`src/rtl/sig16b_to_double_pkg.sv`:
```
// Shared constants and state encoding for the sign-magnitude to binary64 converter.
package sig16b_to_double_pkg;

    localparam int DOUBLE_BIAS = 1023;
    localparam int EXP_INIT    = 1037;
    localparam int SIG16B_W    = 16;
    localparam int DOUBLE_W    = 64;
    localparam int MANT_W      = 52;
    localparam int EXP_W       = 11;
    localparam int MAG_W       = SIG16B_W - 1;

    typedef enum logic {
        IDLE = 1'b0,
        NORM = 1'b1
    } state_t;

endpackage

```
`src/rtl/sig16b_to_double.sv`:
```
// Converts a 16-bit sign-magnitude integer sample into an IEEE-754 binary64
// value by iteratively shifting the magnitude until its leading one reaches
// bit 14, decrementing the exponent on each shift.
// Optional feature macro: SIG16B_TO_DOUBLE_OVERRUN_EN adds a sticky overrun flag
// that records capture requests dropped while a conversion is in progress.
//
// state | meaning
// ------+--------------------------------------------------------------
// IDLE  | waiting for a capture slot (counter==0 with enable)
// NORM  | normalizing mag_q; emits the result once bit 14 is set or mag is 0
module sig16b_to_double
    import sig16b_to_double_pkg::*;
(
    input  logic                 clk_operation,
    input  logic                 rst,
    input  logic [12:0]          sampling_cycle_counter,
    input  logic                 enable,
    input  logic [SIG16B_W-1:0]  sig16b,
    output logic [DOUBLE_W-1:0]  double,
    output logic                 double_valid,
    output logic                 busy
`ifdef SIG16B_TO_DOUBLE_OVERRUN_EN
    ,
    output logic                 overrun
`endif
);

    state_t              state_q, state_d;
    logic                sign_q, sign_d;
    logic [MAG_W-1:0]    mag_q, mag_d;
    logic [EXP_W-1:0]    exp_q, exp_d;
    logic [DOUBLE_W-1:0] double_q, double_d;
    logic                valid_q, valid_d;
    logic                capture_req;

    assign capture_req = (sampling_cycle_counter == 13'd0) && enable;

    // Next-state: capture in IDLE, then shift-normalize until the leading one sits at bit 14.
    always_comb begin
        state_d  = state_q;
        sign_d   = sign_q;
        mag_d    = mag_q;
        exp_d    = exp_q;
        double_d = double_q;
        valid_d  = 1'b0;
        case (state_q)
            IDLE: begin
                if (capture_req) begin
                    sign_d  = sig16b[SIG16B_W-1];
                    mag_d   = sig16b[MAG_W-1:0];
                    exp_d   = EXP_W'(EXP_INIT);
                    state_d = NORM;
                end
            end
            NORM: begin
                if (mag_q == '0) begin
                    // Zero has no leading one; the sign is dropped so -0 reports as +0.
                    double_d = '0;
                    valid_d  = 1'b1;
                    state_d  = IDLE;
                end else if (mag_q[MAG_W-1]) begin
                    // Bit 14 is the implicit one; the remaining 14 bits fill the top of the mantissa.
                    double_d = {sign_q, exp_q, mag_q[MAG_W-2:0], {(MANT_W-(MAG_W-1)){1'b0}}};
                    valid_d  = 1'b1;
                    state_d  = IDLE;
                end else begin
                    mag_d = mag_q << 1;
                    exp_d = exp_q - EXP_W'(1);
                end
            end
            default: state_d = IDLE;
        endcase
    end

    // State and datapath registers with synchronous reset; reset aborts any conversion.
    always_ff @(posedge clk_operation) begin
        if (rst) begin
            state_q  <= IDLE;
            sign_q   <= 1'b0;
            mag_q    <= '0;
            exp_q    <= '0;
            double_q <= '0;
            valid_q  <= 1'b0;
        end else begin
            state_q  <= state_d;
            sign_q   <= sign_d;
            mag_q    <= mag_d;
            exp_q    <= exp_d;
            double_q <= double_d;
            valid_q  <= valid_d;
        end
    end

`ifdef SIG16B_TO_DOUBLE_OVERRUN_EN
    logic overrun_q, overrun_d;

    // Overrun is sticky: any capture request seen mid-conversion sets it until reset.
    always_comb begin
        overrun_d = overrun_q;
        if (capture_req && (state_q == NORM)) begin
            overrun_d = 1'b1;
        end
    end

    // Overrun register, cleared only by reset.
    always_ff @(posedge clk_operation) begin
        if (rst) begin
            overrun_q <= 1'b0;
        end else begin
            overrun_q <= overrun_d;
        end
    end

    assign overrun = overrun_q;
`endif

    assign double       = double_q;
    assign double_valid = valid_q;
    assign busy         = (state_q == NORM);

endmodule

```
`config.mk`:
```
export PLATFORM = sky130hd
export DESIGN_NAME = sig16b_to_double
export DESIGN_NICKNAME = d
export VERILOG_FILES = /design/src/rtl/sig16b_to_double_pkg.sv /design/src/rtl/sig16b_to_double.sv
export SDC_FILE = /design/constraint.sdc
export NUM_CORES = 1
export LEC_CHECK = 0
export CORE_MARGIN = 5
export CORE_UTILIZATION = 40
export DETAILED_ROUTE_END_ITERATION = 7
export PLACE_DENSITY = 0.74
export SLEW_MARGIN = 20
export SYNTH_ARGS = -nofsm -noshare
export SYNTH_HDL_FRONTEND = slang
export SYNTH_SLANG_ARGS = --single-unit
```
`constraint.sdc`:
```
create_clock -name clk_operation -period 2.4 [get_ports clk_operation]
set_input_delay 0.48 -clock clk_operation [delete_from_list [all_inputs] [get_ports clk_operation]]
set_output_delay 0.48 -clock clk_operation [all_outputs]
set_load 0.01 [all_outputs]
```
==> flow_summary.json, run 1 <==
{
  "syn_inst": 263,
  "antenna_cells": 0,
  "critical_path.endpoint": "double[53]",
  "routed_wl_mm": 5.69,
  "area_delta_synth_final_pct": 24.4,
  "skew_ns": 0.00612,
  "fin_ws_ns": 0.318,
  "crit_arrival_ns": 2.28,
  "dp_hpwl_mm": 4.29,
  "fin_crit_ns": 2.08,
  "reg2reg_from": "mag_q[1]",
  "synth-seq-cells": 55,
  "drive_above_1_share": 0.0903,
  "yosys_warnings": 0,
  "ys_types": 43,
  "clkLatencyLatePin_ns": 0.30,
  "place_congestion": 0.801,
  "yosysSeqAreaShare": 0.433,
  "finalSetupViolations": 0,
  "cts_tree": "built",
  "fill_cells": 591,
  "cp-start-kind": "register",
  "rsz0062_at_grt": "false",
  "cts_made_buffers": 5,
  "fin_nets": 353,
  "cp_max_fo": 25,
  "crit_path_max_incr_delay_ns": 0.60,
  "htree_levels": 2,
  "hold_viol_final": 0,
  "crit_required_ns": 2.60,
  "grt_usage": 0.137,
  "wl_per_cell_um": 14.3,
  "post-route-period-util": 0.867,
  "rows": 29,
  "cp_slowest_cell": "or4_4",
  "holdPathStages": 2,
  "worst_r2r_path_depth": 4,
  "die_area_um2": 8050,
  "finalSetupTns_ns": 0,
  "viasPerCell": 5.30,
  "clkSinkCount": 55,
  "grt_max_degree": 28,
  "max_freq_mhz": 480,
  "ant_nets": 0,
  "initial_utilization": 0.405,
  "grt_pass1_vias": 1924,
  "antenna_found_initial": 0,
  "root_buffer": "clkbuf_8",
  "crit_chain": "or4_4 -> o41ai_4 -> a21oi_4 -> a22o_1",
  "power.density_nw_per_um2": 487,
  "drcViolationCount": 0,
  "path_clk_slew_ns": 0.10,
  "die_w_um": 89.7,
  "grt_overflow": 0,
  "tightest_slew_ns": 0.665,
  "ctsHoldBuffers": 0,
  "status": "finished clean",
  "numPortBuffers": 59,
  "synth_area_um2": 2540,
  "core_um2": 6280,
  "crit_start": "mag_q[1]",
  "reg2reg_setup_slack_ns": 0.32,
  "worstSetupPathType": "reg2reg",
  "slew_headroom": 0.556,
  "ff_latch_area_um2": 1100,
  "irDropWorstVdd_mv": 0.330,
  "drtPass1Iterations": 4,
  "setup.worst_path.end_class": "register",
  "drtIter0Drc": 191,
  "hold_path_class": "reg2reg",
  "p_leak_nw": 1.13,
  "dp_slack_ns": 0.255,
  "clockBufferDepth": 2,
  "die_y_um": 89.7,
  "cts_resized": 0,
  "io_pins": 98,
  "mostFrequentLayoutCell": "clkdlybuf4s50_1",
  "via_count": 2111,
  "reg2reg_to": "double[53]",
  "multi_input_area_um2": 1190,
  "cap_violations": 0,
  "cts_setup_buffers": 0,
  "final_cell_mix": "clkdlybuf4s50_1, dfxtp_1, conb_1, a22o_1, a21oi_1",
  "grt_first_pass_wirelength_mm": 9.43,
  "postSynthAreaPerCell_um2": 9.67,
  "slew_viol_final": 0
}
==> synth_stat cells (all sizes together) <==
cell type	count	area share
dfxtp	55	0.43
buf	45	0.14
a22o	25	0.086
a21oi	24	0.049
nand3	17	0.033
a22oi	13	0.038
clkbuf	10	0.015
or3	7	0.020
or4	7	0.027
o21ai	6	0.012
inv	5	0.0074
nor2	5	0.0074
nor3	5	0.0098
nand2	4	0.0059
nand4	4	0.0098
nor4	4	0.016
a31oi	3	0.0074
nand2b	3	0.0074
o41ai	3	0.025
and2	2	0.0049
nor2b	2	0.0049
o31ai	2	0.0059
a211oi	1	0.0030
and4	1	0.0034
conb	1	0.0015
ha	1	0.0049
nand4b	1	0.0034
nor4b	1	0.0034
o211a	1	0.0039
o21a	1	0.0030
o21bai	1	0.0030
o311a	1	0.0039
or2	1	0.0025
or4b	1	0.0039
==> registers in the layout, indices dropped and copies added, names as in the netlist <==
| signal | cells |
|---|---|
| busy | 1 |
| exp_q | 11 |
| sign_q | 1 |
| double_valid | 1 |
| double | 26 |
| mag_q | 15 |
==> kinds of logic (layout without fill, tap and decap cells) <==
kind of cell               Yosys count  after routing  share of synthesized area
other                                1             38                    0.00147
adders and majority gates            1              1                    0.00492
AOI/OAI and AO/OA                   81             81                      0.240
and+or+nand+nor                     65             65                      0.163
DFF                                 55             55                      0.433
buffers and inverters               60             81                      0.157
==> layout make-up <==
| cell class | count | area share |
|---|---|---|
| Inverter | 5 | 0.00594 |
| Clock buffer | 7 | 0.0273 |
| Tap cell | 77 | 0.0305 |
| Sequential cell | 55 | 0.348 |
| Timing Repair Buffer | 68 | 0.208 |
| Multi-Input combinational cell | 185 | 0.377 |
| Clock inverter | 1 | 0.00277 |
==> worst min path at each step <==
stage	from	end	slack, ns
final	sign_q	sign_q	0.46
after global routing	sign_q	sign_q	0.49
after CTS	sign_q	sign_q	0.46
after detailed placement	sign_q	sign_q	0.45
after global placement	sign_q	sign_q	0.44
after floorplan	sign_q	sign_q	0.43
==> report_power, final <==
| part | total (W) | switching, W | leakage, nW | internal, W |
|---|---|---|---|---|
| combinational | 0.000102 | 0.0000538 | 0.643 | 0.0000485 |
| clock | 0.000526 | 0.000289 | 0.0484 | 0.000237 |
| sequential | 0.000912 | 0.0000000287 | 0.443 | 0.000912 |
| total | 0.00154 | 0.000343 | 1.13 | 0.00120 |
==> per-layer routing <==
layer	vias to the layer above	global-route usage	wire, um
met5	-	0	0
met4	0	0.0529	48
met3	4	0.0284	544
met2	98	0.222	2650
met1	987	0.177	2440
li1	1022	-	-
==> metrics by stage <==
step	cells	total power (W)	hold slack, ns	cell area, um^2	util
detailed placement	390	0.00103	0.451	3060	0.487
floorplan	300	0.00103	0.432	2680	-
global placement	390	0.00103	0.443	3060	0.487
finish	398	0.00154	0.464	3160	0.504
CTS	398	0.00155	0.464	3150	0.502
global route	398	0.00160	0.488	3160	0.504
==> worst max-delay path, delay by kind of cell, from the launching register on <==
kind	cells	cell delay [ns]
flops	1	0.35
simple gates	1	0.60
compound gates	3	1.02
No activity file was read; power rests on OpenSTA's default activity.
==> run 2, diff against run 1 <==
- CORE_MARGIN: 5 -> 2
==> run 2 against run 1 <==
  * Worst hold slack got worse by 0.0024 ns
  * Die area fell by 13%
  * Non-clock buffer count rose by 1
  * Sequential share of layout area fell by 0.055 points
  * Largest cell class unchanged
  * Highest routed layer unchanged
==> flow_summary.json, run 2 (synthesized netlist as in run 1, its figures left out) <==
{
  "routed_wl_mm": 5.50,
  "fin_area_um2": 3170,
  "root_buffer": "clkbuf_8",
  "via_count": 2086,
  "wl_per_cell_um": 13.8,
  "rsz0062_at_grt": "false",
  "numPortBuffers": 59,
  "crit_required_ns": 2.61,
  "p_total_w": 0.00154,
  "dp.cells": 391,
  "dp_hpwl_mm": 3.97,
  "antenna_found_initial": 0,
  "die_w_um": 83.7,
  "fin_crit_ns": 2.08,
  "cts_resized": 0,
  "viasPerCell": 5.23,
  "drive_above_1_share": 0.0963,
  "place_congestion": 0.817,
  "hold_viol_final": 0,
  "ctsHoldBuffers": 0,
  "mostFrequentLayoutCell": "clkdlybuf4s50_1",
  "grt_max_degree": 28,
  "hold_path_class": "reg2reg",
  "place_area_um2": 3070,
  "grt_overflow": 0,
  "clock_power_share": 0.343,
  "skew_ns": 0.00458,
  "cp-start-kind": "register",
  "post-route-period-util": 0.867,
  "pwr-share-seq": 0.591,
  "clkSinkCount": 55,
  "rows": 29,
  "die_y_um": 83.7,
  "ant_nets": 0,
  "cts_made_buffers": 5,
  "grt_pass1_vias": 1825,
  "area_delta_synth_final_pct": 24.6,
  "initial_utilization": 0.407,
  "clkLatencyLatePin_ns": 0.31,
  "p_sw_frac": 0.241,
  "drtPass1Iterations": 4,
  "cts_tree": "built",
  "instances_no_fill": 399,
  "tightest_slew_ns": 0.672,
  "irDropWorstVdd_mv": 0.329,
  "grt_first_pass_wirelength_mm": 8.91,
  "drtIter0Drc": 164,
  "p_int_w": 0.00117,
  "cap_violations": 0,
  "grt_usage": 0.156,
  "cts_setup_buffers": 0,
  "max_freq_mhz": 480,
  "finalSetupViolations": 0,
  "p_sw_w": 0.000372,
  "io_pins": 98,
  "slew_headroom": 0.551,
  "drcViolationCount": 0,
  "die_area_um2": 7010,
  "htree_levels": 2,
  "antenna_cells": 0,
  "p_leak_nw": 1.13,
  "cp_max_fo": 25,
  "crit_arrival_ns": 2.30,
  "core_um2": 6240,
  "largest_reg_flops": 26,
  "fin_nets": 354,
  "slew_viol_final": 0,
  "worstSetupPathType": "reg2reg",
  "final_cell_mix": "clkdlybuf4s50_1, dfxtp_1, conb_1, a22o_1, a21oi_1",
  "status": "finished clean",
  "pwr-share-comb": 0.066,
  "finalSetupTns_ns": 0,
  "setup.worst_path.end_class": "register",
  "path_clk_slew_ns": 0.10,
  "clockBufferDepth": 2,
  "power.density_nw_per_um2": 487
}
-- run 2: changes by cell type in the layout (fill, tap and decap cells not counted), sizes merged --
cell and delta:
inv +1, clkinvlp +2, clkinv -1, clkbuf -2
buf +1
-- run 2: metrics by stage --
| step | hold slack, ns | setup WS [ns] | util |
|---|---|---|---|
| after global placement | 0.447 | 0.241 | 0.491 |
| after floorplan | 0.432 | 0.462 | - |
| after global routing | 0.501 | 0.224 | 0.507 |
| after detailed placement | 0.451 | 0.216 | 0.491 |
| after CTS | 0.465 | 0.218 | 0.506 |
| final | 0.461 | 0.318 | 0.507 |
-- run 2: cell type report --
| class | instances | area [um^2] |
|---|---|---|
| repair buffers | 69 | 666 |
| well taps | 77 | 96.3 |
| clock inverters | 3 | 23.8 |
| flip-flops and latches | 55 | 1100 |
| multi-input cells | 185 | 1190 |
| inverters | 5 | 18.8 |
| clock buffers | 5 | 68.8 |
| fillers | 587 | 3070 |
-- run 2: worst paths after layout --
path / slack [ns] / depth (start not counted) / endpoint / from
max: 0.32 / 4 / double[57] / mag_q[1]
min: 0.46 / 2 / sign_q / sign_q
max reg2reg: 0.32 / 4 / double[57] / mag_q[1]
min reg2reg: 0.46 / 2 / sign_q / sign_q
-- run 2: power by group through the flow --
stage / clock (W) / combinational [W] / sequential [W]
2_1_floorplan: 0 / 0.0000928 / 0.000933
3_3_place_gp: 0 / 0.000100 / 0.000933
3_5_place_dp: 0 / 0.0000996 / 0.000933
4_1_cts: 0.000535 / 0.0000999 / 0.000912
5_1_grt: 0.000576 / 0.000109 / 0.000912
6_report: 0.000529 / 0.000101 / 0.000912
-- run 2: metal layers --
layer | share of wire | global-route usage | up-vias | wire [um]
met4 | 0.012 | 0.0557 | 0 | 68
met3 | 0.068 | 0.0277 | 6 | 374
li1 | - | - | 1016 | -
met2 | 0.46 | 0.240 | 87 | 2540
met5 | 0 | 0 | - | 0
met1 | 0.46 | 0.219 | 977 | 2520
-- run 2: critical path, stage by stage, from the launching register on --
cell and delay (ns):
dfxtp_1 0.35, or4_4 0.60, o41ai_4 0.48, a21oi_4 0.25, a22o_1 0.29
==> run 3, diff against run 2 <==
- CORE_MARGIN: 2 -> 8
==> run 3 against run 2 <==
  * Cell count shrank 0.25%
  * Die area is 31% higher
  * Worst hold slack better by 0.0034 ns
  * Combinational power is essentially flat
  * Non-clock buffer count is 1 lower
  * Sequential power barely moved
  * Design area decreased by 0.28%
  * First-iteration DRC count is 92% higher
  * Register-to-register slack lost 0.02 ns
  * Global-route usage decreased by 3.0 points
  * Routed wire length up 7.2%
==> flow_summary.json, run 3 (synthesized netlist as in run 1, its figures left out) <==
{
  "die_area_um2": 9160,
  "clockBufferDepth": 2,
  "grt_usage": 0.126,
  "grt_first_pass_wirelength_mm": 9.34,
  "hold_path_class": "reg2reg",
  "rsz0062_at_grt": "false",
  "cp_max_fo": 25,
  "power.density_nw_per_um2": 485,
  "cts_setup_buffers": 0,
  "slew_headroom": 0.578,
  "antenna_found_initial": 0,
  "setup.worst_path.end_class": "register",
  "finalSetupViolations": 0,
  "die_w_um": 95.7,
  "ant_nets": 0,
  "clkSinkCount": 55,
  "fin_nets": 353,
  "initial_utilization": 0.407,
  "mostFrequentLayoutCell": "clkdlybuf4s50_1",
  "grt_pass1_vias": 1986,
  "die_y_um": 95.7,
  "tightest_slew_ns": 0.632,
  "drive_above_1_share": 0.0935,
  "ctsHoldBuffers": 0,
  "wl_per_cell_um": 14.8,
  "p_leak_nw": 1.13,
  "cts_made_buffers": 5,
  "finalSetupTns_ns": 0,
  "area_delta_synth_final_pct": 24.2,
  "drtPass1Iterations": 4,
  "post-route-period-util": 0.875,
  "antenna_cells": 0,
  "final_cell_mix": "clkdlybuf4s50_1, dfxtp_1, conb_1, a22o_1, a21oi_1",
  "fin_crit_ns": 2.10,
  "p_total_w": 0.00153,
  "cp-start-kind": "register",
  "status": "finished clean",
  "worstSetupPathType": "reg2reg",
  "hold_viol_final": 0,
  "cap_violations": 0,
  "cts_resized": 0,
  "clkLatencyLatePin_ns": 0.31,
  "largest_reg_flops": 26,
  "numPortBuffers": 59,
  "core_um2": 6240,
  "root_buffer": "clkbuf_8",
  "drtIter0Drc": 315,
  "grt_overflow": 0,
  "place_congestion": 0.834,
  "crit_arrival_ns": 2.30,
  "via_count": 2083,
  "drcViolationCount": 0,
  "routed_wl_mm": 5.90,
  "viasPerCell": 5.23,
  "io_pins": 98,
  "path_clk_slew_ns": 0.10,
  "crit_required_ns": 2.60,
  "irDropWorstVdd_mv": 0.372,
  "cts_tree": "built",
  "slew_viol_final": 0,
  "grt_max_degree": 28,
  "htree_levels": 2,
  "dp_hpwl_mm": 4.43,
  "rows": 29,
  "skew_ns": 0.00536,
  "max_freq_mhz": 476
}
-- run 3: per-stage QoR --
| stage | hold WS (ns) | util | setup WS (ns) | cells | instance area [um^2] |
|---|---|---|---|---|---|
| floorplan | 0.432 | - | 0.462 | 300 | 2680 |
| global placement | 0.445 | 0.490 | 0.263 | 390 | 3060 |
| detailed placement | 0.450 | 0.490 | 0.217 | 390 | 3060 |
| CTS | 0.463 | 0.505 | 0.230 | 398 | 3150 |
| global route | 0.497 | 0.506 | 0.213 | 398 | 3160 |
| finish | 0.465 | 0.506 | 0.300 | 398 | 3160 |
-- run 3: path summary, 6_finish.rpt --
check	slack, ns	end	cells after the start	from
setup / recovery	0.30	double[58]	4	mag_q[1]
hold / removal	0.46	sign_q	2	sign_q
setup reg to reg	0.30	double[58]	4	mag_q[1]
hold reg to reg	0.46	sign_q	2	sign_q
-- run 3: final cells by class --
cell class | count | area (um^2)
Sequential cell | 55 | 1100
Inverter | 5 | 18.8
Tap cell | 77 | 96.3
Multi-Input combinational cell | 185 | 1190
Timing Repair Buffer | 68 | 658
Fill cell | 561 | 3080
Clock buffer | 5 | 68.8
Clock inverter | 3 | 22.5
-- run 3: where the power goes --
part / internal, W / switching, W / leakage [nW]
Combinational: 0.0000485 / 0.0000543 / 0.642
Sequential: 0.000912 / 0.0000000284 / 0.443
Clock: 0.000210 / 0.000307 / 0.0485
Total: 0.00117 / 0.000362 / 1.13
-- run 3: worst max-delay path: stages (launching register included) --
cell     delay (ns)
dfxtp_1        0.35
or4_4          0.60
o41ai_4        0.50
a21oi_4        0.25
a22o_1         0.29
-- run 3: routing by layer --
| layer | wire length (um) | share of wire | track usage | vias to the layer above |
|---|---|---|---|---|
| met5 | 0 | 0 | 0 | - |
| met2 | 2550 | 0.43 | 0.179 | 97 |
| met1 | 2800 | 0.47 | 0.179 | 966 |
| met3 | 489 | 0.083 | 0.0359 | 4 |
| li1 | - | - | - | 1016 |
| met4 | 56 | 0.0095 | 0.0397 | 0 |
